$ cat config.mk
export PLATFORM = sky130hd
export DESIGN_NAME = pdm_serializer_flat
export DESIGN_NICKNAME = d
export VERILOG_FILES = /design/src/rtl/pdm_serializer_if.sv /design/src/rtl/pdm_serializer.sv /design/src/flat_wrapper.sv
export SDC_FILE = /design/constraint.sdc
export NUM_CORES = 1
export LEC_CHECK = 0
export BUFFER_PORTS_ARGS = -buffer_cell sky130_fd_sc_hd__buf_2
export CAP_MARGIN = 30
export CORE_ASPECT_RATIO = 0.6
export CORE_MARGIN = 2
export CORE_UTILIZATION = 50
export DETAILED_ROUTE_END_ITERATION = 12
export HOLD_SLACK_MARGIN = 0.05
export PLACE_DENSITY = 0.69
export SKIP_CTS_REPAIR_TIMING = 1
export SLEW_MARGIN = 10
export SYNTH_ARGS = -nofsm -noshare
export SYNTH_HDL_FRONTEND = slang
export SYNTH_SLANG_ARGS = --single-unit
$ cat constraint.sdc
create_clock -name clock_i -period 2.02 [get_ports clock_i]
set_input_delay 0.101 -clock clock_i [delete_from_list [all_inputs] [get_ports clock_i]]
set_output_delay 0.101 -clock clock_i [all_outputs]
set_load 0.05 [all_outputs]
$ cat src/rtl/pdm_serializer_if.sv
// pdm_serializer_if: playback controller <-> serializer link
//   master (controller): drives enable, sample_in; observes audio_pwm, audio_sd, done, busy
//   slave (serializer):  the reverse
interface pdm_serializer_if #(parameter int WORD_BITS = 16);
  logic                 enable;
  logic [WORD_BITS-1:0] sample_in;
  logic                 audio_pwm;
  logic                 audio_sd;
  logic                 done;
  logic                 busy;
  modport master(output enable, sample_in, input audio_pwm, audio_sd, done, busy);
  modport slave(input enable, sample_in, output audio_pwm, audio_sd, done, busy);
endinterface

$ cat src/rtl/pdm_serializer.sv
// pdm_serializer: shifts memory words out MSB first, one bit per CLK_DIV clocks
//   clock_i, reset_i (async, active high)
//   bus.enable, bus.sample_in in; bus.audio_pwm, bus.audio_sd, bus.done, bus.busy out
module pdm_serializer #(
  parameter int CLK_DIV   = 100,
  parameter int WORD_BITS = 16
) (
  input logic              clock_i,
  input logic              reset_i,
  pdm_serializer_if.slave  bus
);
  localparam int DW = CLK_DIV > 1 ? $clog2(CLK_DIV) : 1;
  localparam int BW = $clog2(WORD_BITS);
  typedef enum logic {IDLE, SHIFT} state_e;
  state_e               state_q;
  logic [WORD_BITS-1:0] shift_q;
  logic [DW-1:0]        div_q;
  logic [BW-1:0]        bit_cnt_q;
  logic                 done_q;
  logic                 tick, last, load;
  assign tick = div_q == DW'(CLK_DIV - 1);
  assign last = bit_cnt_q == BW'(WORD_BITS - 1);
  // a new word enters from IDLE or back-to-back at the word boundary
  assign load = bus.enable && (state_q == IDLE || (tick && last));
  always_ff @(posedge clock_i or posedge reset_i)
    if (reset_i) begin
      state_q   <= IDLE;
      shift_q   <= '0;
      div_q     <= '0;
      bit_cnt_q <= '0;
      done_q    <= 1'b0;
    end else begin
      done_q <= load;
      if (load) begin
        state_q   <= SHIFT;
        shift_q   <= bus.sample_in;
        div_q     <= '0;
        bit_cnt_q <= '0;
      end else if (state_q == SHIFT) begin
        div_q <= tick ? '0 : div_q + 1'b1;
        if (tick && last) begin
          // clearing the shifter keeps audio_pwm low while idle
          state_q   <= IDLE;
          shift_q   <= '0;
          bit_cnt_q <= '0;
        end else if (tick) begin
          shift_q   <= {shift_q[WORD_BITS-2:0], 1'b0};
          bit_cnt_q <= bit_cnt_q + 1'b1;
        end
      end
    end
  assign bus.audio_pwm = shift_q[WORD_BITS-1];
  assign bus.audio_sd  = state_q == SHIFT;
  assign bus.busy      = state_q == SHIFT;
  assign bus.done      = done_q;
endmodule

$ cat src/flat_wrapper.sv
// flat-port wrapper written by rule: the top's interface ports become plain ports
module pdm_serializer_flat 
#(
  parameter int CLK_DIV   = 100,
  parameter int WORD_BITS = 16
)
  (clock_i, reset_i, bus_enable, bus_sample_in, bus_audio_pwm, bus_audio_sd, bus_done, bus_busy);
  pdm_serializer_if #(.WORD_BITS(WORD_BITS)) bus_i ();
  input logic clock_i;
  input logic reset_i;
  input wire logic [$bits(bus_i.enable)-1:0] bus_enable;
  input wire logic [$bits(bus_i.sample_in)-1:0] bus_sample_in;
  output wire logic [$bits(bus_i.audio_pwm)-1:0] bus_audio_pwm;
  output wire logic [$bits(bus_i.audio_sd)-1:0] bus_audio_sd;
  output wire logic [$bits(bus_i.done)-1:0] bus_done;
  output wire logic [$bits(bus_i.busy)-1:0] bus_busy;
  assign bus_i.enable = bus_enable;
  assign bus_i.sample_in = bus_sample_in;
  assign bus_audio_pwm = bus_i.audio_pwm;
  assign bus_audio_sd = bus_i.audio_sd;
  assign bus_done = bus_i.done;
  assign bus_busy = bus_i.busy;
  pdm_serializer #(.CLK_DIV(CLK_DIV), .WORD_BITS(WORD_BITS)) u_core (.clock_i(clock_i), .reset_i(reset_i), .bus(bus_i));
endmodule
# Yosys cells after proc, flatten, opt, wreduce, memory -nomap -nowiden
# Cells that the tools add are included.
# classes
mul,0
n_reduce_logical,6
mux,14
add_sub_neg,2
shift,0
div_mod_pow,0
n_bitwise,1
n_eq_ne,2
order_cmp,0
# op_table
op,n
16-bit two-way mux,4
7-bit two-way mux,3
4-bit two-way mux,4
7-bit by 1-bit adder with 7-bit output (second input constant),1
7-bit == test (second input constant),1
4-bit by 1-bit adder with 4-bit output (second input constant),1
4-bit == test (second input constant),1
1-bit two-way mux,3
3-bit nonzero test,1
1-bit logical AND,2
2-bit AND reduction,1
2-bit nonzero test,1
1-bit logical OR,1
1-bit inverter,1
# word_totals
ff_bits,29
mem_bits_rw,0
in_bits,19
latchBits,0
wordCells,30
romBits,0
memories,0

# Depth between registers and ports, before layout
# Gate-level depths: netlist (run 1).
# logic_depth
depth_word,6
mapped_depth,7
depth_no_buf,4

# Worst setup path after synthesis (run 1)
# No wires, ideal clock.
# synth_timing
path_kind,register -> register
start,reg u_core.div_q[0]
end,reg u_core.shift_q[1]
arrival_ps,1661
path_stages_with_launch,8
n_path_buf,3
t_required_ps,1894
period_less_slack_ps,1787
path_slack_ps,233
path_cell_list,dfrtp_1 -> ha_1 -> and4b_1 -> buf_6 -> and3_1 -> buf_6 -> buf_6 -> a221o_1
# synth_via
elab_chain_len,6
word_cells_on_any_way,10
# synth_rtl
item,line_no,rtl
start: declaration,pdm_serializer.sv:17,logic [DW-1:0] div_q;
start signal: assignment,pdm_serializer.sv:40,div_q <= tick ? '0 : div_q + 1'b1;
7-bit == test *,pdm_serializer.sv:21,assign tick = div_q == DW'(CLK_DIV - 1);
1-bit logical AND,"pdm_serializer.sv:24, pdm_serializer.sv:41",
1-bit logical OR,pdm_serializer.sv:24,assign load = bus.enable && (state_q == IDLE || (tick && last));
1-bit logical AND,pdm_serializer.sv:24,
3-bit nonzero test (no line) or 2-bit nonzero test (tied branches),-,
2-bit AND reduction (no line),-,
end signal: assignment,pdm_serializer.sv:36,shift_q <= bus.sample_in;
end signal: assignment,pdm_serializer.sv:47,"shift_q <= {shift_q[WORD_BITS-2:0], 1'b0};"
end: declaration,pdm_serializer.sv:16,logic [WORD_BITS-1:0] shift_q;
# Mark *: on every way between the ends. The rest lies on a longest branch, timed or not. The select of a mux whose other input is x is not followed.
# A chain may end at the register's enable or synchronous reset.

# Worst setup path after layout (run 1)
# layout_timing
start,reg u_core.div_q[0]
end,reg u_core.shift_q[3]
# The elaborated chain is that of the path after synthesis.

==> metrics.csv, run 1 <==
stage;metric;value;unit
route;Routed WL;3680;µm
sta;Setup Skew;3.68;ps
worst_setup_path;slowest cell on the critical path;dfrtp_1;
sta;final setup TNS;0;ps
job;Max-Cap Viols;0;
global_route;initial antenna violation count;0;
worst_setup_path;CP Capture Type;register;
route;Met1 Routed Length;1810;µm
clock_network;clk_lat worst skew;270;ps
route;via count;1351;
logic_synthesis;Avg Synthesized Cell Area;10.3;µm²
sta;max-slew violation count;0;
sta;final hold vios;0;
power_and_ir_drop;Max IR drop VDD;0.532;mV
final_layout;Post-Route Utilization;61.8;%
logic_synthesis;cell area after synthesis;1630;µm²
route;Routed met2 length;1580;µm
worst_setup_path;CP max FO;18;
power_and_ir_drop;Pwr Density;1050;nW/µm²
route;DR WL met3;302;µm
placed_design;DP HPWL;2590;µm
placed_design;DP Area;1730;µm²
power_and_ir_drop;Pleak;0.850;nW
final_layout;most frequent cells in the layout;dfrtp_1 (29), buf_2 (22), inv_1 (17), a211oi_1 (15), a221o_1 (15);
power_and_ir_drop;NetSw;694;µW
sta;Hold Slack;53.3;ps
route;first drt pass iteration count;4;
run_status;status;finished clean;
logic_synthesis;EDFF count, synth;0;
final_layout;area delta synth->final;13.4;%
worst_setup_path;R2R Path Start;u_core.div_q[0];
final_layout;# fillers;255;
worst_setup_path;Worst path max stage delay;390;ps
worst_setup_path;CP startpoint kind;register;
placed_design;I/O Buffers;22;
clock_network;# clock sinks;29;
logic_synthesis;YS warnings;0;
worst_setup_path;Worst path depth;5;
sta;relative slew slack;69.6;%
logic_synthesis;cells after synthesis;158;
sta;Tmin final;1860;ps
logic_synthesis;Post-synth ARST share;100;%
floorplanning;CORE AREA;2980;µm²
worst_setup_path;R2R cell count;5;
power_and_ir_drop;clock power share;23.1;%
logic_synthesis;sequential area share after synthesis;44.6;%
route;drt drc;0;
power_and_ir_drop;Sequential Power Share;46.6;%
min_path;hold depth;2;
floorplanning;Starting Density;54.5;%
floorplanning;Rows;15;
worst_setup_path;Worst Setup Path Type;register to register;
sta;maximum clock rate;539;MHz
sta;RSZ-0062 raised after global routing;false;
placed_design;Final GP Congestion;0.827;
worst_setup_path;WP buf/inv;1;
power_and_ir_drop;combinational share of power;30.2;%
floorplanning;Ports;23;
floorplanning;Die W;77.7;µm
route;Top Metal Used;met3;
logic_synthesis;Synthesized Nets;179;
global_route;largest net degree at the start of global routing;30;
route;drt via density;6.06;
floorplanning;die height;48.2;µm
route;post-route antenna net violation count;0;
clock_network;CTS Buffer Depth;2;
min_path;HP Class;input pin to register;
global_route;grt ovf;0;
final_layout;diode count;0;
worst_setup_path;crit-path cells;ha_1 -> and4b_1 -> buf_4 -> a211oi_1 -> a221o_1;
clock_network;register clock-pin slew on the reported worst setup and hold paths;60;ps
power_and_ir_drop;Internal Power;1.24;mW
worst_setup_path;family with the most delay on the worst path;compound AO/OA/AOI/OAI gates;
clock_network;TritonCTS buffer count;5;
clock_network;CTS root buf;clkbuf_8;
sta;fin crit share;91.9;%
logic_synthesis;Main synth FF type;dfrtp_1;
clock_network;CTS tree;yes;
clock_network;number of H-tree levels;2;
final_layout;Final Cell Area;1850;µm²
logic_synthesis;Cell variety after synth;39;
global_route;first-pass GRT wire length;5820;µm
final_layout;# nets final;201;
worst_setup_path;crit path capture;u_core.shift_q[3];
sta;Final Setup Violations;0;
logic_synthesis;Seq cells post-synth;29;
route;DR iter-0 viols;77;
worst_setup_path;CP Launch Point;u_core.div_q[0];
floorplanning;Die Area;3740;µm²
final_layout;share of cells above drive strength 1;21.5;%
route;drt wl/cell;16.5;µm
worst_setup_path;Reg2Reg Capture Point;u_core.shift_q[3];
global_route;gr usage total;21.2;%
worst_setup_path;worst reg2reg setup slack;160;ps
power_and_ir_drop;switching part of the total;35.8;%
worst_setup_path;Req. time, crit path;2170;ps
global_route;vias in the first global route;1241;
worst_setup_path;crit path DAT;2010;ps
sta;Slew @ Worst Pin;455;ps
final_layout;most common cell after layout, fill and taps aside;dfrtp_1;
==> per-stage QoR <==
stage	setup slack [ps]	std cells	total power [mW]
global placement	218	212	1.45
floorplan	233	158	1.33
global route	78.9	223	2.07
CTS	80.1	220	1.94
detailed placement	112	212	1.49
finish	163	223	1.94
==> final cells by class <==
class	count	area [µm²]	share of cell area [%]
multi-input combinational	97	743	40.3
sequential	29	726	39.3
timing repair buffer	30	178	9.63
clock buffer	6	72.6	3.93
inverter	17	63.8	3.46
tap	42	52.6	2.85
clock inverter	2	10.0	0.542
==> cells in the mapped netlist, drive strengths merged, types with 3 or more instances <==
cell,count,share of area [%]
a211oi,15,6.9
xor2,3,1.6
nand3,7,2.2
nor2,3,0.69
nand2,8,1.8
buf,10,4.8
o21ai,4,1.2
o211ai,6,2.8
clkbuf,5,1.2
a21oi,4,1.2
dfrtp,29,45
a221o,15,9.2
inv,17,3.9
==> worst min-delay path by stage <==
stage,start,slack (ps),endpoint
final,bus_sample_in[1],50,u_core.shift_q[1]
after global routing,bus_sample_in[2],50,u_core.shift_q[2]
after CTS,reset_i,-120,u_core.shift_q[3]
after detailed placement,reset_i,190,u_core.shift_q[3]
after global placement,reset_i,190,u_core.bus.done
after floorplan,reset_i,180,u_core.bit_cnt_q[0]
==> state kept, by name, summed over array words and instances (netlist names) <==
signal and cells:
u_core.bit_cnt_q 4, u_core.shift_q 16, u_core.div_q 7, u_core.bus.done 1
u_core.bus.audio_sd 1
==> logic make-up after synthesis <==
kind of cell	share of synthesized area (%)
buffers and inverters	9.84
AO/OA/AOI/OAI	29.1
XOR/XNOR	1.61
AND/OR/NAND/NOR	12.1
adder cells (fa/ha/maj)	1.54
multiplexers	1.31
flip-flops	44.6
==> power by group through the flow <==
stage | clock, mW | sequential (mW) | combinational (mW)
finish | 0.448 | 0.902 | 0.586
global route | 0.494 | 0.920 | 0.657
CTS | 0.459 | 0.898 | 0.583
detailed placement | 0 | 0.903 | 0.582
global placement | 0 | 0.897 | 0.555
floorplan | 0 | 0.835 | 0.497
==> routing by layer <==
layer	GRT usage, %	vias to the layer above
met5	0	-
met4	6.43	0
met3	7.04	0
met2	32.8	55
met1	29.0	651
li1	-	645
(Power assumes the default switching activity.)
==> run 2: changes to the inputs <==
==> constraint.sdc (replaced) <==
create_clock -name clock_i -period 2.02 [get_ports clock_i]
set_input_delay 0.404 -clock clock_i [delete_from_list [all_inputs] [get_ports clock_i]]
set_output_delay 0.404 -clock clock_i [all_outputs]
set_load 0.01 [all_outputs]
==> metrics.csv, run 2 (synthesis gave the netlist of run 1 again) <==
stage;metric;value;unit;change
final_layout;Non-Filler Instances;220;;-1.3%
job;Max-Cap Viols;0;;unchanged
power_and_ir_drop;Sequential Power Share;47.1;%;+0.5 points
floorplanning;Die Area;3740;µm²;unchanged
clock_network;clk_lat worst skew;270;ps;about the same
sta;Final Setup Violations;0;;unchanged
final_layout;Sequential Area;726;µm²;unchanged
power_and_ir_drop;NetSw;681;µW;-1.9%
placed_design;I/O Buffers;22;;unchanged
final_layout;Post-Route Utilization;60.8;%;-1.0 points
final_layout;area delta synth->final;11.5;%;
power_and_ir_drop;Max IR drop VDD;0.473;mV;-11%
placed_design;Final GP Congestion;0.827;;unchanged
sta;RSZ-0062 raised after global routing;false;;
worst_setup_path;Worst Setup Path Type;register to register;;
final_layout;# nets final;198;;-1.5%
route;DR iter-0 viols;79;;+2.6%
floorplanning;CORE AREA;2980;µm²;unchanged
final_layout;max reg flops;16;;unchanged
global_route;vias in the first global route;1241;;unchanged
floorplanning;Starting Density;54.5;%;unchanged
worst_setup_path;CP Capture Type;register;;
sta;Tmin final;1850;ps;-3.11 ps
min_path;HP Class;input pin to async pin;;
sta;final hold vios;0;;unchanged
power_and_ir_drop;switching part of the total;35.5;%;-0.36 points
power_and_ir_drop;Internal Power;1.24;mW;-0.33%
clock_network;TritonCTS buffer count;5;;unchanged
sta;Slew @ Worst Pin;476;ps;+21.6 ps
clock_network;CTS tree;yes;;
placed_design;DP HPWL;2590;µm;unchanged
worst_setup_path;Req. time, crit path;2180;ps;about the same
power_and_ir_drop;Pwr Density;1060;nW/µm²;+0.76%
global_route;largest net degree at the start of global routing;30;;unchanged
run_status;status;finished clean;;
clock_network;CTS Buffer Depth;2;;unchanged
sta;final setup TNS;0;ps;unchanged
power_and_ir_drop;total power draw;1.92;mW;-0.88%
final_layout;most common cell after layout, fill and taps aside;dfrtp_1;;
clock_network;number of H-tree levels;2;;unchanged
sta;setup ws final;166;ps;+3.11 ps
placed_design;DP Area;1730;µm²;unchanged
global_route;gr usage total;21.2;%;unchanged
sta;Hold Slack;180;ps;+126 ps
final_layout;Largest regs;u_core.shift_q x16, u_core.div_q x7, u_core.bit_cnt_q x4;;
global_route;grt ovf;0;;unchanged
worst_setup_path;CP max FO;18;;unchanged
floorplanning;Ports;23;;unchanged
route;first drt pass iteration count;4;;unchanged
clock_network;# clock sinks;29;;unchanged
placed_design;dpl cells;212;;unchanged
floorplanning;Die W;77.7;µm;unchanged
final_layout;footprint of the multi-input gates;743;µm²;unchanged
final_layout;Final Cell Area;1820;µm²;-1.6%
global_route;M2 GR Usage;32.8;%;unchanged
floorplanning;Rows;15;;unchanged
worst_setup_path;CP startpoint kind;register;;
global_route;GRT Max-Usage Layer;met2;;
sta;relative slew slack;68.1;%;-1.4 points
global_route;GR Util met1;29.0;%;unchanged
final_layout;# fillers;258;;+1.2%
route;post-route antenna net violation count;0;;unchanged
final_layout;share of cells above drive strength 1;21.9;%;+0.36 points
clock_network;CTS root buf;clkbuf_8;;
worst_setup_path;crit path DAT;2010;ps;about the same
route;via count;1335;;-1.2%
sta;maximum clock rate;540;MHz;+0.17%
power_and_ir_drop;clock power share;23.4;%;+0.3 points
global_route;first-pass GRT wire length;5820;µm;unchanged
route;Routed WL;3690;µm;about the same
global_route;GR met3 Demand/Resource;7.04;%;unchanged
sta;Setup Skew;2.90;ps;-0.786 ps
route;drt wl/cell;16.8;µm;+1.4%
sta;fin crit share;91.8;%;-0.15 points
global_route;initial antenna violation count;0;;unchanged
route;drt drc;0;;unchanged
sta;max-slew violation count;0;;unchanged
final_layout;Biggest register;u_core.shift_q;;
power_and_ir_drop;Pleak;0.838;nW;-1.5%
placed_design;pre-CTS setup slack;112;ps;unchanged
clock_network;register clock-pin slew on the reported worst setup and hold paths;60;ps;about the same
floorplanning;die height;48.2;µm;unchanged
final_layout;diode count;0;;unchanged
route;drt via density;6.07;;+0.16%
power_and_ir_drop;combinational share of power;29.5;%;-0.7 points
final_layout;most frequent cells in the layout;dfrtp_1 (29), buf_2 (22), inv_1 (17), a211oi_1 (15), a221o_1 (15);;
==> run 2: cell count changes in the layout (fill, tap and decap cells not counted) <==
cell | before | now
dlygate4sd3_1 | 3 | 0
==> run 2: power groups by stage <==
stage | registers (mW) | logic (mW) | clock network [mW]
after floorplan | 0.821 | 0.497 | 0
after global placement | 0.897 | 0.540 | 0
after detailed placement | 0.903 | 0.567 | 0
after CTS | 0.898 | 0.568 | 0.459
after global routing | 0.920 | 0.638 | 0.494
final | 0.904 | 0.567 | 0.449
==> run 2: cell type report <==
| class | instances | area share (%) |
|---|---|---|
| inverters | 17 | 3.51 |
| flip-flops and latches | 29 | 40.0 |
| repair buffers | 27 | 8.13 |
| multi-input cells | 97 | 40.9 |
| clock buffers | 6 | 4.00 |
| clock inverters | 2 | 0.551 |
| well taps | 42 | 2.89 |
==> run 2: critical path, cell delays in order, from the launching register on <==
cell and delay (ps):
dfrtp_1 390, ha_1 270, and4b_1 390, buf_4 300, a211oi_1 110, a221o_1 280
==> run 2: metal layers <==
metal | up-vias | share of wire [%]
li1 | 639 | -
met1 | 640 | 50
met5 | - | 0
met3 | 2 | 8.2
met4 | 0 | 0.27
met2 | 54 | 41
==> run 2: final timing paths <==
kind                                    from            endpoint  slack, ps  depth (start not counted)
max reg2reg                  u_core.div_q[0]  u_core.shift_q[12]        170                          5
min reg2reg                u_core.shift_q[9]  u_core.shift_q[10]        510                          1
max in group asynchronous            reset_i  u_core.shift_q[11]       1570                          3
max                          u_core.div_q[0]  u_core.shift_q[12]        170                          5
min                                  reset_i   u_core.shift_q[3]        180                          3
min in group clock_i        bus_sample_in[8]   u_core.shift_q[8]        360                          2
==> run 3: changes to the inputs <==
Settings changed: CAP_MARGIN 30 to default, CORE_UTILIZATION 50 to 40, PLACE_DENSITY 0.69 to 0.57.
==> metrics.csv, run 3 (synthesis gave the netlist of run 1 again) <==
stage;metric;value;unit;change
power_and_ir_drop;total power draw;1.93;mW;+0.75%
final_layout;Non-Filler Instances;227;;+3.2%
placed_design;DP HPWL;2670;µm;+2.8%
worst_setup_path;Worst Setup Path Type;register to register;;
route;DR iter-0 viols;98;;+24%
worst_setup_path;WP buf/inv;1;;unchanged
worst_setup_path;slowest cell on the critical path;and4b_1;;
run_status;status;finished clean;;
clock_network;CTS tree;yes;;
route;via count;1326;;-0.67%
worst_setup_path;CP max FO;18;;unchanged
sta;final setup TNS;0;ps;unchanged
sta;setup ws final;228;ps;+62.0 ps
worst_setup_path;Worst path max stage delay;410;ps;+20 ps
sta;fin crit share;88.7;%;-3.1 points
global_route;largest net degree at the start of global routing;30;;unchanged
placed_design;I/O Buffers;22;;unchanged
power_and_ir_drop;Pwr Density;1050;nW/µm²;-0.42%
floorplanning;CORE AREA;3790;µm²;+27%
global_route;vias in the first global route;1299;;+4.7%
route;drt wl/cell;16.6;µm;-0.77%
worst_setup_path;CP Capture Type;register;;
worst_setup_path;Req. time, crit path;2180;ps;about the same
global_route;grt ovf;0;;unchanged
floorplanning;Die Area;4610;µm²;+23%
worst_setup_path;CP startpoint kind;register;;
route;post-route antenna net violation count;0;;unchanged
placed_design;dpl cells;219;;+3.3%
floorplanning;Rows;17;;+2
sta;relative slew slack;66.0;%;-2.1 points
sta;final hold vios;0;;unchanged
sta;Hold Slack;186;ps;+6.66 ps
sta;maximum clock rate;558;MHz;+3.5%
route;first drt pass iteration count;4;;unchanged
sta;Tmin final;1790;ps;-62.0 ps
final_layout;Biggest register;u_core.shift_q;;
placed_design;Final GP Congestion;0.804;;-2.8%
power_and_ir_drop;Pleak;0.847;nW;+1.1%
placed_design;pre-CTS setup slack;140;ps;+28.1 ps
clock_network;CTS root buf;clkbuf_8;;
sta;RSZ-0062 raised after global routing;false;;
final_layout;area delta synth->final;12.8;%;
sta;Slew @ Worst Pin;508;ps;+31.2 ps
final_layout;Final Cell Area;1840;µm²;+1.2%
clock_network;register clock-pin slew on the reported worst setup and hold paths;70;ps;about the same
final_layout;most common cell after layout, fill and taps aside;dfrtp_1;;
route;Routed WL;3780;µm;+2.4%
worst_setup_path;crit-path cells;ha_1 -> and4b_1 -> buf_4 -> a211oi_1 -> a221o_1;;
floorplanning;die height;53.4;µm;+11%
sta;max-slew violation count;0;;unchanged
power_and_ir_drop;Max IR drop VDD;0.360;mV;-24%
floorplanning;Starting Density;43.0;%;-12 points
final_layout;diode count;0;;unchanged
min_path;HP Class;input pin to async pin;;
sta;Setup Skew;4.62;ps;+1.72 ps
worst_setup_path;family with the most delay on the worst path;simple AND/OR/NAND/NOR gates;;
final_layout;Largest regs;u_core.shift_q x16, u_core.div_q x7, u_core.bit_cnt_q x4;;
clock_network;number of H-tree levels;2;;unchanged
clock_network;# clock sinks;29;;unchanged
final_layout;share of cells above drive strength 1;22.8;%;+0.87 points
floorplanning;Ports;23;;unchanged
global_route;first-pass GRT wire length;6550;µm;+13%
clock_network;CTS Buffer Depth;2;;unchanged
final_layout;# nets final;200;;+1.0%
clock_network;TritonCTS buffer count;5;;unchanged
job;Max-Cap Viols;0;;unchanged
global_route;initial antenna violation count;0;;unchanged
final_layout;Post-Route Utilization;48.5;%;-12 points
sta;Final Setup Violations;0;;unchanged
final_layout;max reg flops;16;;unchanged
worst_setup_path;crit path DAT;1950;ps;-60 ps
clock_network;clk_lat worst skew;280;ps;about the same
placed_design;DP Area;1750;µm²;+1.2%
route;drt drc;0;;unchanged
route;drt via density;5.84;;-3.7%
final_layout;most frequent cells in the layout;dfrtp_1 (29), buf_2 (22), inv_1 (17), a211oi_1 (15), a221o_1 (15);;
floorplanning;Die W;86.4;µm;+11%
global_route;gr usage total;18.8;%;-2.4 points
==> run 3: changes by cell type in the layout (fill, tap and decap cells not counted) <==
cell	change
buf_4	+2
==> run 3: layer usage <==
layer	wire length, µm	share of wire (%)	GRT usage, %
met5	0	0	0
met3	238	6.3	5.46
met1	2100	56	29.2
met4	16	0.42	3.91
met2	1420	38	25.1
==> run 3: layout make-up <==
class	count	area, µm²
fillers	375	1950
multi-input cells	97	743
flip-flops and latches	29	726
repair buffers	29	163
clock buffers	6	72.6
inverters	17	63.8
well taps	47	58.8
clock inverters	2	10.0
==> run 3: final timing paths <==
check	start	to	slack (ps)	cells after the start
worst max-delay path	u_core.div_q[0]	u_core.shift_q[2]	230	5
worst min-delay path	reset_i	u_core.shift_q[6]	190	3
worst max register to register	u_core.div_q[0]	u_core.shift_q[2]	230	5
min in group clock_i	bus_sample_in[1]	u_core.shift_q[1]	350	2
max in group asynchronous	reset_i	u_core.shift_q[12]	1560	3
worst min register to register	u_core.shift_q[13]	u_core.shift_q[14]	510	1
==> run 3: worst reg2reg max path, delay by kind of cell, from the launching register on <==
kind / cells / cell delay, ps
compound gates: 2 / 380
fa+ha+maj: 1 / 180
buf+inv: 1 / 310
flops: 1 / 390
simple gates: 1 / 410
==> run 3: power by group <==
part / total (mW) / switching, mW / internal [mW]
logic: 0.577 / 0.298 / 0.279
clock network: 0.456 / 0.217 / 0.238
registers: 0.901 / 0.171 / 0.730
total: 1.93 / 0.687 / 1.25
